File: src/rtl/cmu_pkg.sv
// Shared control-memory definitions for the buffer allocator and the chain reader.
// A control entry is 11 bits: bit 0 = allocated, bits [10:1] = next block address.
// Address 0 is the null pointer and terminates a chain.
package cmu_pkg;

    localparam int unsigned ADDR_W     = 10;
    localparam int unsigned CTRL_W     = 11;
    localparam int unsigned CNT_W      = 6;
    // Longest legal chain; matches the 6-bit packet length field.
    localparam int unsigned MAX_BLOCKS = 63;

    typedef logic [ADDR_W-1:0] block_addr_t;
    typedef logic [CNT_W-1:0]  blk_cnt_t;

    typedef struct packed {
        block_addr_t next;
        logic        alloc;
    } ctrl_entry_t;

endpackage

File: src/rtl/chain_reader_if.sv
// Bundle of the chain reader's handshake and memory-side signals.
//   start_valid/start_ready/head_addr : packet dequeue request
//   ctrl_raddr/ctrl_rdata             : control-memory read port (1-cycle latency)
//   blk_valid/blk_ready/blk_addr/blk_last : block address stream to the datapath
//   free_en/free_addr                 : free requests to the allocator
//   done/err/blk_count                : status
// Modport master is the reader's view; slave is the environment's view.
interface chain_reader_if;
    import cmu_pkg::*;

    logic              start_valid;
    logic              start_ready;
    block_addr_t       head_addr;
    block_addr_t       ctrl_raddr;
    logic [CTRL_W-1:0] ctrl_rdata;
    logic              blk_valid;
    logic              blk_ready;
    block_addr_t       blk_addr;
    logic              blk_last;
    logic              free_en;
    block_addr_t       free_addr;
    logic              done;
    logic              err;
    blk_cnt_t          blk_count;

    modport master (
        input  start_valid, head_addr, ctrl_rdata, blk_ready,
        output start_ready, ctrl_raddr, blk_valid, blk_addr, blk_last,
               free_en, free_addr, done, err, blk_count
    );

    modport slave (
        output start_valid, head_addr, ctrl_rdata, blk_ready,
        input  start_ready, ctrl_raddr, blk_valid, blk_addr, blk_last,
               free_en, free_addr, done, err, blk_count
    );

endinterface

File: src/rtl/chain_reader.sv
// Packet dequeue engine: walks a packet's linked list in control memory, emits one
// data block address per segment, and frees each block after it is consumed.
// Ports:
//   clk   : clock, all state on the rising edge
//   reset : synchronous, active-high
//   bus   : chain_reader_if.master (request, control read, block stream, free, status)
module chain_reader
    import cmu_pkg::*;
(
    input  logic           clk,
    input  logic           reset,
    chain_reader_if.master bus
);

    typedef enum logic [2:0] {StIdle, StFetch, StWait, StEmit, StDone} rd_state_t;

    localparam blk_cnt_t MaxCnt = blk_cnt_t'(MAX_BLOCKS);

    rd_state_t   state_q, state_d;
    block_addr_t cur_q, cur_d;
    block_addr_t nxt_q, nxt_d;
    blk_cnt_t    cnt_q, cnt_d;
    block_addr_t raddr_q, raddr_d;
    logic        free_en_q, free_en_d;
    block_addr_t free_addr_q, free_addr_d;
    logic        done_q, done_d;
    logic        err_q, err_d;

    ctrl_entry_t entry;
    blk_cnt_t    cnt_inc;

    assign entry   = ctrl_entry_t'(bus.ctrl_rdata);
    assign cnt_inc = (cnt_q == MaxCnt) ? cnt_q : cnt_q + 1'b1;

    always_comb begin
        state_d     = state_q;
        cur_d       = cur_q;
        nxt_d       = nxt_q;
        cnt_d       = cnt_q;
        raddr_d     = '0;
        free_en_d   = 1'b0;
        free_addr_d = '0;
        done_d      = 1'b0;
        err_d       = 1'b0;

        unique case (state_q)
            StIdle: begin
                if (bus.start_valid) begin
                    if (bus.head_addr != '0) begin
                        cur_d   = bus.head_addr;
                        cnt_d   = '0;
                        raddr_d = bus.head_addr;
                        state_d = StFetch;
                    end else begin
                        err_d = 1'b1;
                    end
                end
            end
            StFetch: begin
                state_d = StWait;
            end
            StWait: begin
                // An unallocated entry means the chain is corrupt: abort, free nothing more.
                if (!entry.alloc) begin
                    err_d   = 1'b1;
                    state_d = StIdle;
                end else begin
                    nxt_d   = entry.next;
                    state_d = StEmit;
                end
            end
            StEmit: begin
                if (bus.blk_ready) begin
                    cnt_d       = cnt_inc;
                    free_en_d   = 1'b1;
                    free_addr_d = cur_q;
                    cur_d       = nxt_q;
                    if (nxt_q == '0) begin
                        done_d  = 1'b1;
                        state_d = StDone;
                    end else if (cnt_inc == MaxCnt) begin
                        // Loop guard: nxt_q stays non-null so DONE raises err instead.
                        state_d = StDone;
                    end else begin
                        // Next fetch overlaps the free of the block just consumed.
                        raddr_d = nxt_q;
                        state_d = StFetch;
                    end
                end
            end
            StDone: begin
                err_d   = (nxt_q != '0);
                state_d = StIdle;
            end
            default: begin
                state_d = StIdle;
            end
        endcase
    end

    always_ff @(posedge clk) begin
        if (reset) begin
            state_q     <= StIdle;
            cur_q       <= '0;
            nxt_q       <= '0;
            cnt_q       <= '0;
            raddr_q     <= '0;
            free_en_q   <= 1'b0;
            free_addr_q <= '0;
            done_q      <= 1'b0;
            err_q       <= 1'b0;
        end else begin
            state_q     <= state_d;
            cur_q       <= cur_d;
            nxt_q       <= nxt_d;
            cnt_q       <= cnt_d;
            raddr_q     <= raddr_d;
            free_en_q   <= free_en_d;
            free_addr_q <= free_addr_d;
            done_q      <= done_d;
            err_q       <= err_d;
        end
    end

    // Block stream is decoded from state so it stays stable while stalled.
    assign bus.start_ready = (state_q == StIdle);
    assign bus.blk_valid   = (state_q == StEmit);
    assign bus.blk_addr    = (state_q == StEmit) ? cur_q : '0;
    assign bus.blk_last    = (state_q == StEmit) && (nxt_q == '0);
    assign bus.ctrl_raddr  = raddr_q;
    assign bus.free_en     = free_en_q;
    assign bus.free_addr   = free_addr_q;
    assign bus.done        = done_q;
    assign bus.err         = err_q;
    assign bus.blk_count   = cnt_q;

endmodule

File: src/flat_wrapper.sv
// flat-port wrapper written by rule: the top's interface ports become plain ports
module chain_reader_flat import cmu_pkg::*;
  (clk, reset, bus_start_valid, bus_head_addr, bus_ctrl_rdata, bus_blk_ready, bus_start_ready, bus_ctrl_raddr, bus_blk_valid, bus_blk_addr, bus_blk_last, bus_free_en, bus_free_addr, bus_done, bus_err, bus_blk_count);
  chain_reader_if bus_i ();
  input  logic clk;
  input  logic reset;
  input wire logic [$bits(bus_i.start_valid)-1:0] bus_start_valid;
  input wire logic [$bits(bus_i.head_addr)-1:0] bus_head_addr;
  input wire logic [$bits(bus_i.ctrl_rdata)-1:0] bus_ctrl_rdata;
  input wire logic [$bits(bus_i.blk_ready)-1:0] bus_blk_ready;
  output wire logic [$bits(bus_i.start_ready)-1:0] bus_start_ready;
  output wire logic [$bits(bus_i.ctrl_raddr)-1:0] bus_ctrl_raddr;
  output wire logic [$bits(bus_i.blk_valid)-1:0] bus_blk_valid;
  output wire logic [$bits(bus_i.blk_addr)-1:0] bus_blk_addr;
  output wire logic [$bits(bus_i.blk_last)-1:0] bus_blk_last;
  output wire logic [$bits(bus_i.free_en)-1:0] bus_free_en;
  output wire logic [$bits(bus_i.free_addr)-1:0] bus_free_addr;
  output wire logic [$bits(bus_i.done)-1:0] bus_done;
  output wire logic [$bits(bus_i.err)-1:0] bus_err;
  output wire logic [$bits(bus_i.blk_count)-1:0] bus_blk_count;
  assign bus_i.start_valid = bus_start_valid;
  assign bus_i.head_addr = bus_head_addr;
  assign bus_i.ctrl_rdata = bus_ctrl_rdata;
  assign bus_i.blk_ready = bus_blk_ready;
  assign bus_start_ready = bus_i.start_ready;
  assign bus_ctrl_raddr = bus_i.ctrl_raddr;
  assign bus_blk_valid = bus_i.blk_valid;
  assign bus_blk_addr = bus_i.blk_addr;
  assign bus_blk_last = bus_i.blk_last;
  assign bus_free_en = bus_i.free_en;
  assign bus_free_addr = bus_i.free_addr;
  assign bus_done = bus_i.done;
  assign bus_err = bus_i.err;
  assign bus_blk_count = bus_i.blk_count;
  chain_reader u_core (.clk(clk), .reset(reset), .bus(bus_i));
endmodule
File: config.mk
export PLATFORM = sky130hd
export DESIGN_NAME = chain_reader_flat
export DESIGN_NICKNAME = d
export VERILOG_FILES = /design/src/rtl/cmu_pkg.sv /design/src/rtl/chain_reader_if.sv /design/src/rtl/chain_reader.sv /design/src/flat_wrapper.sv
export SDC_FILE = /design/constraint.sdc
export NUM_CORES = 1
export LEC_CHECK = 0
export ABC_AREA = 1
export ABC_CLOCK_PERIOD_IN_PS = 1900
export BUFFER_PORTS_ARGS = -buffer_cell sky130_fd_sc_hd__buf_2
export CELL_PAD_IN_SITES_DETAIL_PLACEMENT = 0
export CELL_PAD_IN_SITES_GLOBAL_PLACEMENT = 2
export CORE_ASPECT_RATIO = 1.4
export CORE_MARGIN = 4
export CORE_UTILIZATION = 27
export DETAILED_ROUTE_END_ITERATION = 8
export GPL_ROUTABILITY_DRIVEN = 0
export HOLD_SLACK_MARGIN = 0.06
export PLACE_DENSITY_LB_ADDON = 0.25
export SYNTH_ARGS = -nofsm -noshare
export SYNTH_HDL_FRONTEND = slang
export SYNTH_SLANG_ARGS = --single-unit
File: constraint.sdc
create_clock -name clk -period 1.9 [get_ports clk]
set_input_delay 0.19 -clock clk [delete_from_list [all_inputs] [get_ports clk]]
set_output_delay 0.19 -clock clk [all_outputs]
set_load 0.05 [all_outputs]
==> results of run 1 <==
## cells in the mapped netlist
cell type / instances / area share, %
clkbuf_1: 6 / 0.98
nand4_1: 10 / 2.7
nor4_2: 1 / 0.54
o211ai_1: 1 / 0.33
nand2_2: 2 / 0.54
nand2_1: 85 / 14
buf_2: 6 / 1.3
a21oi_1: 29 / 6.3
nor4_1: 2 / 0.54
nand3_1: 17 / 3.7
nand4_2: 1 / 0.54
nor2_1: 54 / 8.8
buf_4: 1 / 0.33
o21ai_1: 1 / 0.22
a211oi_2: 1 / 0.54
inv_1: 36 / 5.9
nor2_2: 2 / 0.54
clkinv_1: 1 / 0.16
nor2_4: 1 / 0.49
or2_2: 2 / 0.54
o21ai_2: 1 / 0.38
buf_6: 2 / 0.98
nor3_1: 1 / 0.22
dfxtp_1: 52 / 45
o21ai_0: 16 / 3.5
ha_1: 1 / 0.54
o21bai_1: 1 / 0.33
## placed cells by master (no fill, tap or decap)
cell        instances
a211oi_2            1
a21oi_1            29
buf_12              1
buf_2              65
buf_4               8
clkbuf_1            1
clkbuf_16           5
clkbuf_4            1
clkbuf_8            1
clkinv_1            1
clkinvlp_4          1
dfxtp_1            50
dfxtp_2             2
ha_1                1
inv_1              36
nand2_1            85
nand2_2             1
nand2_4             1
nand3_1            17
nand4_1            10
nand4_2             1
nor2_1             54
nor2_2              2
nor2_4              1
nor3_1              1
nor4_1              2
nor4_2              1
o211ai_1            1
o21ai_0            16
o21ai_1             1
o21ai_2             1
o21bai_1            1
or2_2               2
## routing by layer
layer | vias to the layer above | part of all wire, %
met3 | 11 | 4.5
li1 | 1187 | -
met5 | - | 0
met2 | 54 | 50
met1 | 990 | 42
met4 | 0 | 3.2
## flip-flops by register name, indices dropped and copies added (netlist names)
signal                 count
u_core.bus.ctrl_raddr     10
u_core.state_q             3
u_core.bus.blk_count       6
u_core.cur_q              10
u_core.bus.free_en         1
u_core.nxt_q              10
u_core.bus.free_addr      10
u_core.bus.done            1
u_core.bus.err             1
## worst min-delay path: stages
cell	delay, ns
buf_2	0.10
nand2_1	0.05
a21oi_1	0.05
## metrics by stage
stage	hold slack, ns	worst slack (ns)	total power, µW	utilization [%]	cell area (µm²)
detailed placement	0.4534	0.2255	1861	33.47	2760
global placement	0.4465	0.2260	1864	33.47	2760
CTS	0.1402	0.1532	2789	35.29	2910
finish	0.1479	0.2126	2738	35.38	2918
global route	0.1546	0.01952	2920	35.38	2918
floorplan	0.2739	0.07188	1660	-	2305
## what timing repair did
item	CTS	global route
hold endpoints to repair	0	0
setup endpoints to repair	0	2
resized for setup	0	2
hold buffers	0	0
## path summary, 6_finish.rpt
path	to	start	depth (start not counted)
max	bus_blk_addr[9]	u_core.state_q[1]	4
min	u_core.nxt_q[6]	bus_ctrl_rdata[7]	3
max reg2reg	u_core.state_q[0]	u_core.bus.blk_count[0]	12
min reg2reg	u_core.bus.free_addr[4]	u_core.cur_q[4]	2
## cell type report
| class | count | area [µm²] |
|---|---|---|
| Clock buffer | 7 | 142.6 |
| Clock inverter | 1 | 7.507 |
| Fill cell | 948 | 5329 |
| Sequential cell | 52 | 1044 |
| Inverter | 37 | 138.9 |
| Multi-Input combinational cell | 229 | 1045 |
| Timing Repair Buffer | 75 | 412.9 |
| Tap cell | 102 | 127.6 |
## power groups by stage
| stage | sequential [µW] | combinational [µW] | clock, µW |
|---|---|---|---|
| 2_1_floorplan | 1280 | 379 | 0 |
| 3_3_place_gp | 1240 | 629 | 0 |
| 3_5_place_dp | 1240 | 626 | 0 |
| 4_1_cts | 1210 | 629 | 949 |
| 5_1_grt | 1220 | 708 | 995 |
| 6_report | 1210 | 619 | 909 |
## cells by family after synthesis
kind of cell    count (synthesis)  share of synthesized area [%]
fa+ha+maj                       1                         0.5434
simple gates                  178                          33.04
buf+inv                        52                          9.619
flops                          52                          45.22
compound gates                 50                          11.58
==> impl_metrics.py, run 1 <==
metrics = {
    "global_routing": {
        "antenna_found_initial": 0,
        "grtUsageMet3_pct": 3.151,
        "busiest_layer": "met2",
        "grt-ovfl-total": 0,
        "use_met2_pct": 23.93,
        "gr-usage-met1_pct": 15.14,
        "grt_pass1_vias": 2221,
        "grtUsageTotal_pct": 13.57,
        "grt_pass1_wl_um": 10560,
        "grt_max_degree": 23,
    },
    "placement": {
        "dp.final_hpwl_um": 5061,
        "place_inst": 495,
        "port_buffers": 66,
    },
    "power": {
        "internal_power_uw": 1897,
        "power_density_nw_per_um2": 938.3,
        "swShare_pct": 30.69,
        "p_leak_uw": 0.001396,
        "clkPwrFrac_pct": 33.2,
        "p_sw_uw": 840.4,
        "vdd_ir_drop_max_mv": 0.4247,
        "seqPwrFrac_pct": 44.2,
        "combinationalPowerShare_pct": 22.6,
    },
    "setup_path": {
        "criticalPathCategory": "reg2out",
        "arrival_ns": 1.50,
        "setup.worst_path.end_class": "primary output",
        "cpPeakStageDelay_ns": 0.38,
        "slowest_stage": "dfxtp_1",
        "cp-start-kind": "flip-flop",
        "cp_top_family": "buffers and inverters",
        "cp_max_fo": 10,
        "cp.required_ns": 1.71,
        "reg2reg_slack_ns": 0.25,
        "crit_buf_inv": 2,
        "cp_cell_sequence": "nand3_1 -> buf_4 -> nor2_1 -> buf_2",
    },
    "clocking": {
        "cts_setup_buffers": 0,
        "clockRootBuffer": "clkbuf_16",
        "clockBufferDepth": 2,
        "ctsHtreeMaxLevel": 2,
        "tritoncts": "yes",
        "clock_sinks": 52,
        "clock_latency_ns": 0.29,
        "cts_made_buffers": 5,
        "clk_pin_slew_worst_paths_ns": 0.07,
    },
    "cells_and_area": {
        "drive_gt1_share_pct": 23.69,
        "n_antenna_cell": 0,
        "fin_nets": 426,
        "area_growth_pct": 26.74,
        "instances_no_fill": 503,
    },
    "run": {
        "drv_cap": 0,
    },
    "timing": {
        "period_minus_slack_ns": 1.687,
        "tightestPinTransition_ns": 0.5091,
        "slew_viol_final": 0,
        "maxSlewHeadroom_pct": 65.85,
        "period_share_pct": 88.81,
        "fin_worst_skew_ns": 0.005438,
        "finalSetupTns_ns": 0,
        "finalSetupViolCount": 0,
        "hold_viol_final": 0,
        "fmax_mhz": 592.6,
        "rsz0062_at_grt": "false",
    },
    "route": {
        "avgViaCountPerCell": 4.457,
        "finalWirelength_um": 6466,
        "ant_nets": 0,
        "drt_first_pass_iters": 4,
        "wire_per_inst_um": 12.85,
        "num_vias": 2242,
        "drtIter0Drc": 94,
        "drc": 0,
    },
    "synth": {
        "synth-seq-area-share_pct": 45.22,
        "syn_area_per_cell_um2": 6.914,
        "yosysWarnings": 0,
        "netlist_area_um2": 2302,
        "syn-num-nets": 359,
        "yosys_register_bits": 52,
        "syn_inst": 333,
        "synth_cell_types": 27,
    },
    "floorplanning": {
        "dieArea_um2": 10090,
        "start_util_pct": 27.92,
        "pin_count": 67,
        "die_x_um": 86.04,
        "fp.dieH_um": 117.3,
        "coreArea_um2": 8247,
        "num_rows": 39,
    },
    "worst_hold_path": {
        "min_path_type": "in2reg",
    },
    "run_status": {
        "status": "completed",
    },
}
Power figures use the tool's default switching activity.
==> run 2: changes to the inputs <==
--- a/config.mk
+++ b/config.mk
@@ -10,9 +10,9 @@
 export BUFFER_PORTS_ARGS = -buffer_cell sky130_fd_sc_hd__buf_2
 export CELL_PAD_IN_SITES_DETAIL_PLACEMENT = 0
 export CELL_PAD_IN_SITES_GLOBAL_PLACEMENT = 2
-export CORE_ASPECT_RATIO = 1.4
-export CORE_MARGIN = 4
-export CORE_UTILIZATION = 27
+export CORE_ASPECT_RATIO = 0.6
+export CORE_UTILIZATION = 28
+export CTS_BUF_LIST = sky130_fd_sc_hd__clkbuf_2 sky130_fd_sc_hd__clkbuf_4 sky130_fd_sc_hd__clkbuf_8
 export DETAILED_ROUTE_END_ITERATION = 8
 export GPL_ROUTABILITY_DRIVEN = 0
 export HOLD_SLACK_MARGIN = 0.06
==> impl_metrics.py, run 2 (synthesis gave the netlist of run 1 again) <==
metrics = {
    "timing": {
        "finalSetupViolCount": 0,
        "worst_slack_ns": 0.1039,
        "period_minus_slack_ns": 1.796,
        "tightestPinTransition_ns": 0.5358,
        "finalSetupTns_ns": 0,
        "maxSlewHeadroom_pct": 64.06,
        "hold_viol_final": 0,
        "fmax_mhz": 556.8,
        "slew_viol_final": 0,
        "holdWs_ns": 0.1217,
        "period_share_pct": 94.53,
        "rsz0062_at_grt": "false",
        "fin_worst_skew_ns": 0.01063,
    },
    "setup_path": {
        "slowest_stage": "nor4_1",
        "cp.required_ns": 1.71,
        "cp_max_fo": 3,
        "setup.worst_path.end_class": "primary output",
        "arrival_ns": 1.61,
        "cpPeakStageDelay_ns": 0.43,
        "criticalPathCategory": "reg2out",
        "cp-start-kind": "flip-flop",
        "cp_cell_sequence": "nor4_1 -> nand3_1 -> nor2_1 -> buf_2",
    },
    "route": {
        "ant_nets": 0,
        "drtIter0Drc": 140,
        "drc": 0,
        "drt_first_pass_iters": 4,
        "num_vias": 2261,
        "avgViaCountPerCell": 4.425,
        "finalWirelength_um": 6730,
        "wire_per_inst_um": 13.17,
    },
    "power": {
        "p_leak_uw": 0.001384,
        "power_density_nw_per_um2": 870.5,
        "vdd_ir_drop_max_mv": 0.3415,
    },
    "cells_and_area": {
        "final_cell_mix": "nand2_1 (85), buf_2 (64), nor2_1 (54)",
        "n_antenna_cell": 0,
        "area_growth_pct": 25.87,
        "fin_nets": 428,
        "drive_gt1_share_pct": 24.57,
        "multi_input_area_um2": 1050,
        "seqCellArea_um2": 1046,
        "final_util_pct": 36.62,
        "num-fill-cells": 868,
        "final_common_cell": "nand2_1",
    },
    "placement": {
        "port_buffers": 66,
        "dp.final_hpwl_um": 5189,
        "pre_cts_ws_ns": 0.1552,
    },
    "clocking": {
        "ctsHoldBuffers": 0,
        "clockBufferDepth": 2,
        "clk_pin_slew_worst_paths_ns": 0.10,
        "clockRootBuffer": "clkbuf_8",
        "ctsHtreeMaxLevel": 2,
        "clock_sinks": 52,
        "tritoncts": "yes",
        "clock_latency_ns": 0.30,
        "cts_made_buffers": 5,
    },
    "global_routing": {
        "grt-ovfl-total": 0,
        "grt_pass1_vias": 1976,
        "grtUsageTotal_pct": 16.41,
        "grt_pass1_wl_um": 10910,
        "antenna_found_initial": 0,
        "grt_max_degree": 23,
    },
    "floorplanning": {
        "fp.dieH_um": 72.24,
        "dieArea_um2": 8600,
        "start_util_pct": 29.09,
        "pin_count": 67,
        "die_x_um": 119.1,
        "coreArea_um2": 7914,
        "num_rows": 25,
    },
    "run_status": {
        "status": "completed",
    },
    "worst_hold_path": {
        "min_path_type": "in2reg",
    },
    "run": {
        "drv_cap": 0,
    },
}
==> run 2: cell types whose count changed in the layout (fill, tap and decap cells not counted), moves of 2 or more <==
cell	before	now
clkbuf_16	5	0
clkbuf_8	1	6
buf_4	8	10
clkbuf_4	1	3
==> run 2: cell type report <==
cell class                      count  share of cell area (%)
Tap cell                          108                   4.663
Timing Repair Buffer               77                   14.85
Sequential cell                    52                   36.10
Inverter                           37                   4.793
Multi-Input combinational cell    229                   36.23
Clock buffer                        7                   3.109
Clock inverter                      1                  0.2591
==> run 2: final timing paths <==
check	cells after the start	slack, ns	startpoint	to
hold / removal	3	0.12	bus_ctrl_rdata[6]	u_core.nxt_q[5]
setup reg to reg	9	0.16	u_core.bus.blk_count[1]	u_core.bus.ctrl_raddr[1]
setup / recovery	4	0.10	u_core.nxt_q[2]	bus_blk_last
hold reg to reg	2	0.47	u_core.cur_q[9]	u_core.bus.free_addr[9]
==> run 2: per-layer routing <==
metal / global-route usage (%) / vias to the layer above / wire [µm]
met5: 0 / - / 0
met2: 20.74 / 56 / 2479
met4: 2.532 / 0 / 21
met3: 3.223 / 2 / 308
met1: 27.47 / 1013 / 3921
li1: - / 1190 / -
==> run 2: metrics by stage <==
step / std cells / total power (µW) / instance area [µm²]
finish: 511 / 2523 / 2898
global route: 511 / 2685 / 2898
CTS: 511 / 2568 / 2880
detailed placement: 503 / 1871 / 2783
global placement: 503 / 1875 / 2783
floorplan: 333 / 1660 / 2305
==> run 2: timing repair <==
action / 4_1_cts / 5_1_grt
buffers inserted: 0 / 0
endpoints found under the setup margin: 0 / 11
gates resized for setup: 0 / 5
==> run 2: worst max-delay path, delay by kind of cell, from the launching register on <==
kind,cells,cell delay [ns]
buffers and inverters,1,0.27
flip-flops,1,0.34
AND/OR/NAND/NOR,3,0.69
==> run 2: power by group <==
part	internal (µW)	leakage, µW	total (µW)	switching (µW)
registers	1170	0.000425	1210	34.9
logic	199	0.000911	635	436
clock network	312	0.0000479	682	370
total	1680	0.00138	2520	841
